[src/rtl/mod_step_sched.sv]
// Round-robin front end that shares one (operand + STEP) mod MODULUS datapath among N requesters.
// One transaction in flight; the result is held on the tagged response channel until it is accepted.
module mod_step_sched #(
  parameter int N       = 4,
  parameter int W       = 7,
  parameter int STEP    = 1,
  parameter int MODULUS = 100
) (
  input  logic                   clk,
  input  logic                   rst,
  input  logic [N-1:0]           req_valid,
  output logic [N-1:0]           req_ready,
  input  logic [N*W-1:0]         req_data,
  output logic                   rsp_valid,
  input  logic                   rsp_ready,
  output logic [W-1:0]           rsp_data,
  output logic [$clog2(N)-1:0]   rsp_id,
  output logic                   busy
);

  localparam int IW = $clog2(N);
  localparam logic [W-1:0] STEP_W = W'(STEP);
  localparam logic [W:0]   MOD_W  = (W+1)'(MODULUS);

  typedef enum logic [1:0] {IDLE, CALC, RESP} state_t;

  state_t          state_q, state_d;
  logic [W-1:0]    acc_q, acc_d;
  logic [IW-1:0]   id_q, id_d;
  logic [IW-1:0]   last_q, last_d;

  logic            grant_vld;
  logic [IW-1:0]   grant_idx;
  logic [IW-1:0]   cand;
  logic [W-1:0]    sel_data;
  logic [W:0]      sub_w;

  // Walk from the farthest candidate to the nearest so the nearest valid one after last_q wins.
  always_comb begin
    grant_vld = 1'b0;
    grant_idx = '0;
    cand      = '0;
    for (int k = N; k >= 1; k--) begin
      cand = IW'((int'(last_q) + k) % N);
      if (req_valid[cand]) begin
        grant_vld = 1'b1;
        grant_idx = cand;
      end
    end
  end

  always_comb begin
    sel_data = '0;
    for (int i = 0; i < N; i++) begin
      if (grant_idx == IW'(i)) sel_data = req_data[i*W +: W];
    end
  end

  always_comb begin
    state_d   = state_q;
    acc_d     = acc_q;
    id_d      = id_q;
    last_d    = last_q;
    req_ready = '0;
    // Compare and subtract one bit wider so MODULUS = 2^W never reduces.
    sub_w     = {1'b0, acc_q} - MOD_W;
    case (state_q)
      IDLE: begin
        if (grant_vld && rst) begin
          req_ready[grant_idx] = 1'b1;
          acc_d   = sel_data + STEP_W;
          id_d    = grant_idx;
          last_d  = grant_idx;
          state_d = CALC;
        end
      end
      CALC: begin
        if ({1'b0, acc_q} >= MOD_W) acc_d = sub_w[W-1:0];
        else                        state_d = RESP;
      end
      RESP: begin
        if (rsp_ready) state_d = IDLE;
      end
      default: state_d = IDLE;
    endcase
  end

  always_ff @(posedge clk) begin
    if (!rst) begin
      state_q <= IDLE;
      acc_q   <= '0;
      id_q    <= '0;
      last_q  <= IW'(N - 1);
    end else begin
      state_q <= state_d;
      acc_q   <= acc_d;
      id_q    <= id_d;
      last_q  <= last_d;
    end
  end

  assign rsp_valid = (state_q == RESP);
  assign rsp_data  = acc_q;
  assign rsp_id    = id_q;
  assign busy      = (state_q != IDLE);

endmodule

[config.mk]
export PLATFORM = sky130hd
export DESIGN_NAME = mod_step_sched
export DESIGN_NICKNAME = d
export VERILOG_FILES = /design/src/rtl/mod_step_sched.sv
export SDC_FILE = /design/constraint.sdc
export NUM_CORES = 1
export LEC_CHECK = 0
export CELL_PAD_IN_SITES_DETAIL_PLACEMENT = 1
export CELL_PAD_IN_SITES_GLOBAL_PLACEMENT = 2
export CORE_MARGIN = 2
export CORE_UTILIZATION = 34
export CTS_CLUSTER_DIAMETER = 80
export DETAILED_ROUTE_END_ITERATION = 8
export DONT_BUFFER_PORTS = 1
export PLACE_DENSITY = 0.75
export SYNTH_ARGS = -nofsm -noshare
export SYNTH_HDL_FRONTEND = slang
export SYNTH_SLANG_ARGS = --single-unit
[constraint.sdc]
create_clock -name clk -period 2.4 [get_ports clk]
set_input_delay 0.24 -clock clk [delete_from_list [all_inputs] [get_ports clk]]
set_output_delay 0.24 -clock clk [all_outputs]
set_load 0.02 [all_outputs]
### Word-level counts from Yosys, hierarchy flattened

Index checks and enable logic that the tools add are counted.

* register bits: 13
* output and inout port bits: 15

* reductions and logical operators: 9
* equality and inequality tests: 9
* $add $sub $neg: 6
* $lt $le $gt $ge: 7
* mux-type cells: 31

Operators by type and width (count)
* 7-bit 2-to-1 mux: 6
* 2-bit by 3-bit less-than comparator with 1-bit output, second input constant: 5
* 2-bit 2-to-1 mux: 7
* 7-bit case mux with 2 select lines: 1
* 1-bit 2-to-1 mux: 9
* 1-bit binary-select mux with 2-bit select: 4
* 4-bit 2-to-1 mux: 2
* 7-bit by 1-bit adder with 7-bit output, second input constant: 1
* 7-bit >= comparator, second input constant: 1
* 7-bit subtractor, second input constant: 1
* 2-bit == test, second input constant: 3
* 2-bit != test, second input constant: 3
* 2-bit case mux with 3 select lines: 1
* 3-bit AND reduction: 2
* 2-bit by 1-bit adder with 2-bit output, second input constant: 2
* 2-bit adder, second input constant: 2
* 2-bit by 1-bit == test with 1-bit output, second input constant: 2
* 2-bit zero test: 2
* 2-bit nonzero test: 2
* 1-bit demux with 2-bit select: 1
* 2-bit by 1-bit >= comparator with 1-bit output, second input constant: 1
* 1-bit logical AND: 2
* 2-bit by 1-bit != test with 1-bit output, second input constant: 1
* 2-bit AND reduction: 1

### Longest topological paths before layout

Gate-level depths: netlist of the first run.

* word-level depth: 15
* mapped depth: 10

### Least setup slack after synthesis of the first run

OpenSTA, ideal clock, no wires.

* path kind: reg-to-reg
* start: register last_q[1]
* end: register acc_q[6], in the netlist rsp_data[6]
* stages on the path, launching flop included: 10
* clock period less this slack: 2110 ps
* arrival time: 2023 ps
* path slack: 290 ps
* buffers on the path: 1
* data required time: 2314 ps
* cells stage by stage: dfxtp_1 -> nand2b_1 -> a21oi_2 -> o221ai_2 -> buf_6 -> mux2i_2 -> ha_1 -> nand4_1 -> xor2_1 -> a221oi_2

* longest elaborated chain between the ends: 15

RTL lines
* from (decl): line 30 `logic [IW-1:0] last_q, last_d;`
* from (signal assigned): line 93 `last_q <= IW'(N - 1);`
* from (signal assigned): line 98 `last_q <= last_d;`
* 2-bit by 1-bit adder with 2-bit output: line 44 `cand = IW'((int'(last_q) + k) % N);`
* 1-bit binary-select mux with 2-bit select: line 45 `if (req_valid[cand]) begin`
* 1-bit 2-to-1 mux (implied by the code): line 45
* 2-bit 2-to-1 mux (4 in series): line 45
* 2-bit zero test: line 55 `if (grant_idx == IW'(i)) sel_data = req_data[i*W +: W];`
* 7-bit 2-to-1 mux (4 in series): line 55
* 7-bit by 1-bit adder with 7-bit output: line 71 `acc_d = sel_data + STEP_W;`
* 7-bit 2-to-1 mux: line 69 `if (grant_vld && rst) begin`
* 7-bit case mux with 2 select lines: line 67 `case (state_q)`
* to (signal assigned): line 91 `acc_q <= '0;`
* to (signal assigned): line 96 `acc_q <= acc_d;`
* to (decl): line 28 `logic [W-1:0] acc_q, acc_d;`

Several ways; a longest one is shown, not always the timed one. The select of a mux whose other input is x is not followed.
A chain may end at the register's enable or synchronous reset.

### Worst setup path after layout of the first run

Same ends and word-level chain as after synthesis.

==> impl_results.md, run 1 <==
- Outcome: complete, no violations
- TritonCTS buffer count: 3
- Row cnt: 21
- Vias per inst: 5.31
- Largest net degree at the start of global routing: 20
- Post-route ant nets: 0
- Final Hold Fails: 0
- Worst r2r src: last_q[1]
- Commonest non-fill, non-tap cell in the layout: mux2i_1
- Crit path kind: reg -> reg
- Max Root-Sink Buffers: 2
- Synth Flop Type: dfxtp_1
- Clock Sinks: 13
- Synth Instances: 135
- Vias: 1030
- Initial core utilization: 34.9%
- Router iterations before antenna repair: 4
- Fin Hold WS: 0.0980 ns
- Worst setup EP type: flip-flop
- # DRC: 0
- Sequential-to-total area share from yosys stat: 22.5%
- Fin nets: 187
- Area of the multi-input gates: approximately 840 sq um
- Slowest stage delay, CP: 0.36 ns
- Io pins: 50
- Skew final: 0.0102 ns
- Sequential Area: 262 sq um
- Overall routing resource usage: 15.0%
- Synth async-reset ratio: 0%
- Setup crit start kind: flip-flop
- Clk root buf: clkbuf_4
- Leakage Power: 0.535 nW
- Worst slew pin tran: approximately 0.59 ns
- Seq cells post-synth: 13
- Max stage delay cell, worst path: dfxtp_2
- RSZ-0062 raised after global routing: no
- Synthesis-to-finish area growth: 14.8%
- Mean routed wirelength per cell: around 15 um
- Max Slew Vio Count: 0
- WP data arrival: 2.37 ns
- Port buffer count: 0
- CP Launch Point: last_q[1]
- PD cells: 748 nW/um^2
- Cts hold-fix bufs: 0
- Share of layout cells above drive strength 1: 21.6%
- First-pass GRT wire length: 4640 um
- DR iter-0 viols: 40
- CP Cell Sequence: nand2b_1, a31oi_2, buf_12, mux2i_1, mux2i_2, ha_1, nand4_1, xor2_1, a221oi_2
- Core ar.: roughly 3300 sq um
- Netlist Area Pre-Place: 1160 sq um
- Fill count: 423
- Distinct cells, synth: 40
- Clk Latency, worst-skew pair: 0.28 ns
- Peak supply drop: 0.205 mV
- # H-tree levels: 1
- Ant. Diodes: 0
- Syn Area/Cell: 8.56 sq um
- CTS tree: yes
- Number of flops mapped to enable cells by yosys: 0
- Initial antenna violation count: 0
- Die Y: roughly 62 um
- Vias in the first global route: a little over 1000
- CP required: 2.59 ns
- Tot Pwr: around 1000 uW
- R2R Setup Slk: 0.22 ns
- Final min period: 2.18 ns
- Clock transition at path regs: 0.09 ns
- Die Wd: between 60 and 70 um
- Hold Crit Start: rst
- Setup_tns: 0 ns
- Final setup vio count: 0
- Worst Path Max Fanout: 19
- Syn. warnings: 0
- Routed wire length: 2820 um
- Most frequent cells in the layout: mux2i_1 (20), nand2_1 (16), buf_4 (13), dfxtp_1 (12), nor2_1 (9)
- Tcrit/Tclk final: 90.9%
- Placed wire-length estimate: approximately 2400 um
- Syn_nets: 173
- GRT Residual Overflow: 0
- HP Class: in -> reg
- DIE AREA: 3880 sq um
- Max cap viols: 0
- Routability-driven placement congestion ratio: 0.774
- Slew HR: 60.6%
- Max Freq: ~460 MHz
-- per-stage QoR --
stage | worst slack (ns) | util, % | area [sq um] | instances
detailed placement | 0.0423 | 38.4 | 1270 | 188
global route | 0.0440 | 40.1 | 1330 | 194
floorplan | 0.290 | - | 1160 | 135
CTS | 0.148 | 39.6 | 1310 | 192
global placement | 0.146 | 38.4 | 1270 | 188
finish | 0.218 | 40.1 | 1330 | 194
-- path summary, 6_finish.rpt --
path	to	cells after the start
hold reg to reg	last_q[1]	1
setup / recovery	rsp_data[6]	9
hold / removal	rsp_data[0]	1
setup reg to reg	rsp_data[6]	9
-- critical path, delay by kind of cell, from the launching register on --
family / cells / cell delay (ns)
AOI/OAI and AO/OA: 2 / 0.50
xor gates and xnor gates: 1 / 0.19
adders and majority gates: 1 / 0.24
buffers and inverters: 1 / 0.20
DFF: 1 / 0.36
muxes: 2 / 0.31
and+or+nand+nor: 2 / 0.28
-- area by class of cell --
class / count / area share, %
clock buffer: 3 / 1.70
sequential: 13 / 19.7
inverter: 6 / 1.70
multi-input combinational: 111 / 63.3
clock inverter: 1 / 0.377
tap: 46 / 4.34
timing repair buffer: 14 / 8.86
-- power breakdown --
group / total, mW / switching (mW) / internal, mW
registers: 0.321 / 0.0615 / 0.260
logic: 0.537 / 0.286 / 0.250
clock network: 0.135 / 0.0735 / 0.0617
total: 0.993 / 0.421 / 0.572
-- state kept, by name (all words and copies together) (netlist names) --
signal and cells:
last_q 2, rsp_data 7, rsp_id 2, state_q 2
-- metal layers --
metal	part of all wire [%]	up-vias	wire, um	GRT usage [%]
met5	0	-	0	0
met1	39	483	1110	15.6
met4	0.75	0	21	4.17
met2	54	30	1530	29.1
li1	-	515	-	-
met3	5.8	2	163	4.35
-- repair_timing --
item / 4_1_cts / 5_1_grt
buffers inserted: 0 / 2
resized for setup: 1 / 1
pin swaps: 0 / 1
endpoints found under the setup margin: 1 / 1
-- synth_stat cells (3+ instances only) --
cell      instances  share of area (%)
o21ai_1           3                1.3
nor2_1            9                2.9
nand2_1          16                5.2
nand2b_1          6                3.2
or3_1             3                1.6
inv_1             6                1.9
nor2b_1           4                2.2
ha_1              3                3.2
nor3b_1           3                1.9
dfxtp_1          13                 23
o211ai_1          3                1.9
a21oi_1           7                3.0
mux2i_1          20                 17
-- kinds of logic after synthesis --
group           after synthesis  synth area share [%]
fa+ha+maj                     3                  3.25
flops                        13                  22.5
mux                          26                  25.5
simple gates                 49                  22.1
xor+xnor                      3                  2.27
compound gates               30                  18.1
buf+inv                      11                  6.28
No activity file was read; power rests on OpenSTA's default activity.
==> inputs of run 2 (changes only) <==
Settings changed: CELL_PAD_IN_SITES_DETAIL_PLACEMENT 1 to 2.
Clock period 2.4 ns to 2.7 ns, I/O delays scaled along.
==> impl_results.md, run 2 (synthesis gave the netlist of run 1 again) <==
- Final Cell Area: 1220 sq um
- Port buffer count: 0
- Skew final: 0.00861 ns
- Hold Crit Start: rst
- Clock transition at path regs: 0.09 ns
- Setup_tns: 0 ns
- Io pins: 50
- Commonest non-fill, non-tap cell in the layout: mux2i_1
- Ant. Diodes: 0
- Worst r2r src: last_q[1]
- PD cells: 692 nW/um^2
- Sw Share: 44.5%
- Row cnt: 21
- Initial core utilization: 34.9%
- Setup crit start kind: flip-flop
- Clock Sinks: 13
- Worst setup EP type: flip-flop
- Placed wire-length estimate: 2580 um
- Die Y: ~62 um
- Share of layout cells above drive strength 1: about 14%
- Final setup vio count: 0
- Final min period: 2.48 ns
- Tot Pwr: approximately 840 uW
- Clk root buf: clkbuf_4
- CP Launch Point: last_q[1]
- Max reg flops: 7
- GR peak layer: met2
- CP Cell Sequence: nand3b_1, a31oi_2, buf_4, mux2i_1, mux2i_2, nand3_2, or3_1, a31oi_1
- Internal: between 400 and 500 uW
- Clk Latency, worst-skew pair: between 0.2 and 0.3 ns
- Number of post-CTS setup repair buffers: 0
- Max stage delay cell, worst path: dfxtp_1
- Max Root-Sink Buffers: 2
- WP data arrival: between 2 and 3 ns
- Leakage Power: 0.469 nW
- Slowest stage delay, CP: 0.45 ns
- Routability-driven placement congestion ratio: 0.789
- HP Class: in -> reg
- DR iter-0 viols: 26
- Vias in the first global route: 1094
- Peak supply drop: 0.149 mV
- Combinational Power Share: 48.1%
- Mean routed wirelength per cell: ~17 um
- CP required: 2.91 ns
- Net Switching: 376 uW
- Vias per inst: ~5.7
- CTS tree: yes
- Met2 Use GR: 32.1%
- Worst Path Max Fanout: 13
- Crit path kind: reg -> reg
- Fin util: 36.8%
- Fin nets: between 150 and 200
- Max cap viols: 0
- Worst slew pin tran: 0.553 ns
- Routed wire length: 3100 um
- Met1 usage: 18.3%
- GR Util met3: between 3 and 4%
- # DRC: 0
- Core ar.: between 3000 and 4000 sq um
- Vias: 1036
- Router iterations before antenna repair: 4
- DIE AREA: 3880 sq um
- Tcrit/Tclk final: about nine tenths
- Overall routing resource usage: 16.7%
- Synthesis-to-finish area growth: 5.41%
- TritonCTS buffer count: 3
- Max Freq: just over 400 MHz
- Sequential fraction of design power: 37.5%
- Slew HR: 62.8%
- RSZ-0062 raised after global routing: no
- Clk pwr share: between 10% and 20%
- Cts hold-fix bufs: 0
- Fin Hold WS: 0.145 ns
- Most frequent cells in the layout: mux2i_1 (20), nand2_1 (16), dfxtp_1 (13), nor2_1 (9), a21oi_1 (7)
- Outcome: complete, no violations
- Final Hold Fails: 0
- Die Wd: 62.3 um
- Post-route ant nets: 0
- Post-cts resize count: 0
- Max Slew Vio Count: 0
- Largest net degree at the start of global routing: 14
- # H-tree levels: 1
- Placed Area: approximately 1200 sq um
- First-pass GRT wire length: between 5000 and 6000 um
- Initial antenna violation count: 0
- GRT Residual Overflow: 0
[run 2: changes by cell type in the layout (fill, tap and decap cells not counted)]
cell,change
dfxtp_1,+1
dfxtp_2,-1
o221ai_2,+1
o221ai_4,-1
clkbuf_1,+1
buf_4,-10
buf_12,-1
clkinv_2,-1
[run 2: worst paths after layout]
check | end | slack [ns] | cells after the start
min reg2reg | last_q[0] | 0.55 | 2
max reg2reg | rsp_data[5] | 0.22 | 8
max | rsp_data[5] | 0.22 | 8
min | rsp_data[0] | 0.15 | 1
[run 2: through the flow]
step           std cells  setup slack, ns
2_1_floorplan        135            0.590
4_1_cts              183            0.210
6_report             183            0.221
3_5_place_dp         179            0.230
3_3_place_gp         179            0.350
5_1_grt              183           0.0474
[run 2: layout make-up]
type | count | area [sq um]
Fill cell | 413 | 2090
Tap cell | 46 | 57.6
Multi-Input combinational cell | 111 | 830
Clock buffer | 4 | 26.3
Timing Repair Buffer | 3 | 22.5
Sequential cell | 13 | 260
Inverter | 6 | 22.5
[run 2: critical path: cells and delay by family (launching register included)]
family,cells,cell delay [ns]
AOI/OAI and AO/OA,2,0.61
buffers and inverters,1,0.32
muxes,2,0.37
and+or+nand+nor,3,0.66
DFF,1,0.45
[run 2: power by group through the flow]
stage	clock, mW	sequential [mW]	combinational [mW]
2_1_floorplan	0	0.304	0.353
3_3_place_gp	0	0.317	0.389
3_5_place_dp	0	0.321	0.409
4_1_cts	0.130	0.316	0.415
5_1_grt	0.145	0.323	0.452
6_report	0.122	0.316	0.406
[run 2: layer usage]
layer  part of all wire [%]  up-vias  wire length [um]
li1                       -      493                 -
met1                     40      512              1240
met2                     55       29              1700
met3                    4.2        2               131
met4                   0.90        0                28
met5                      0        -                 0
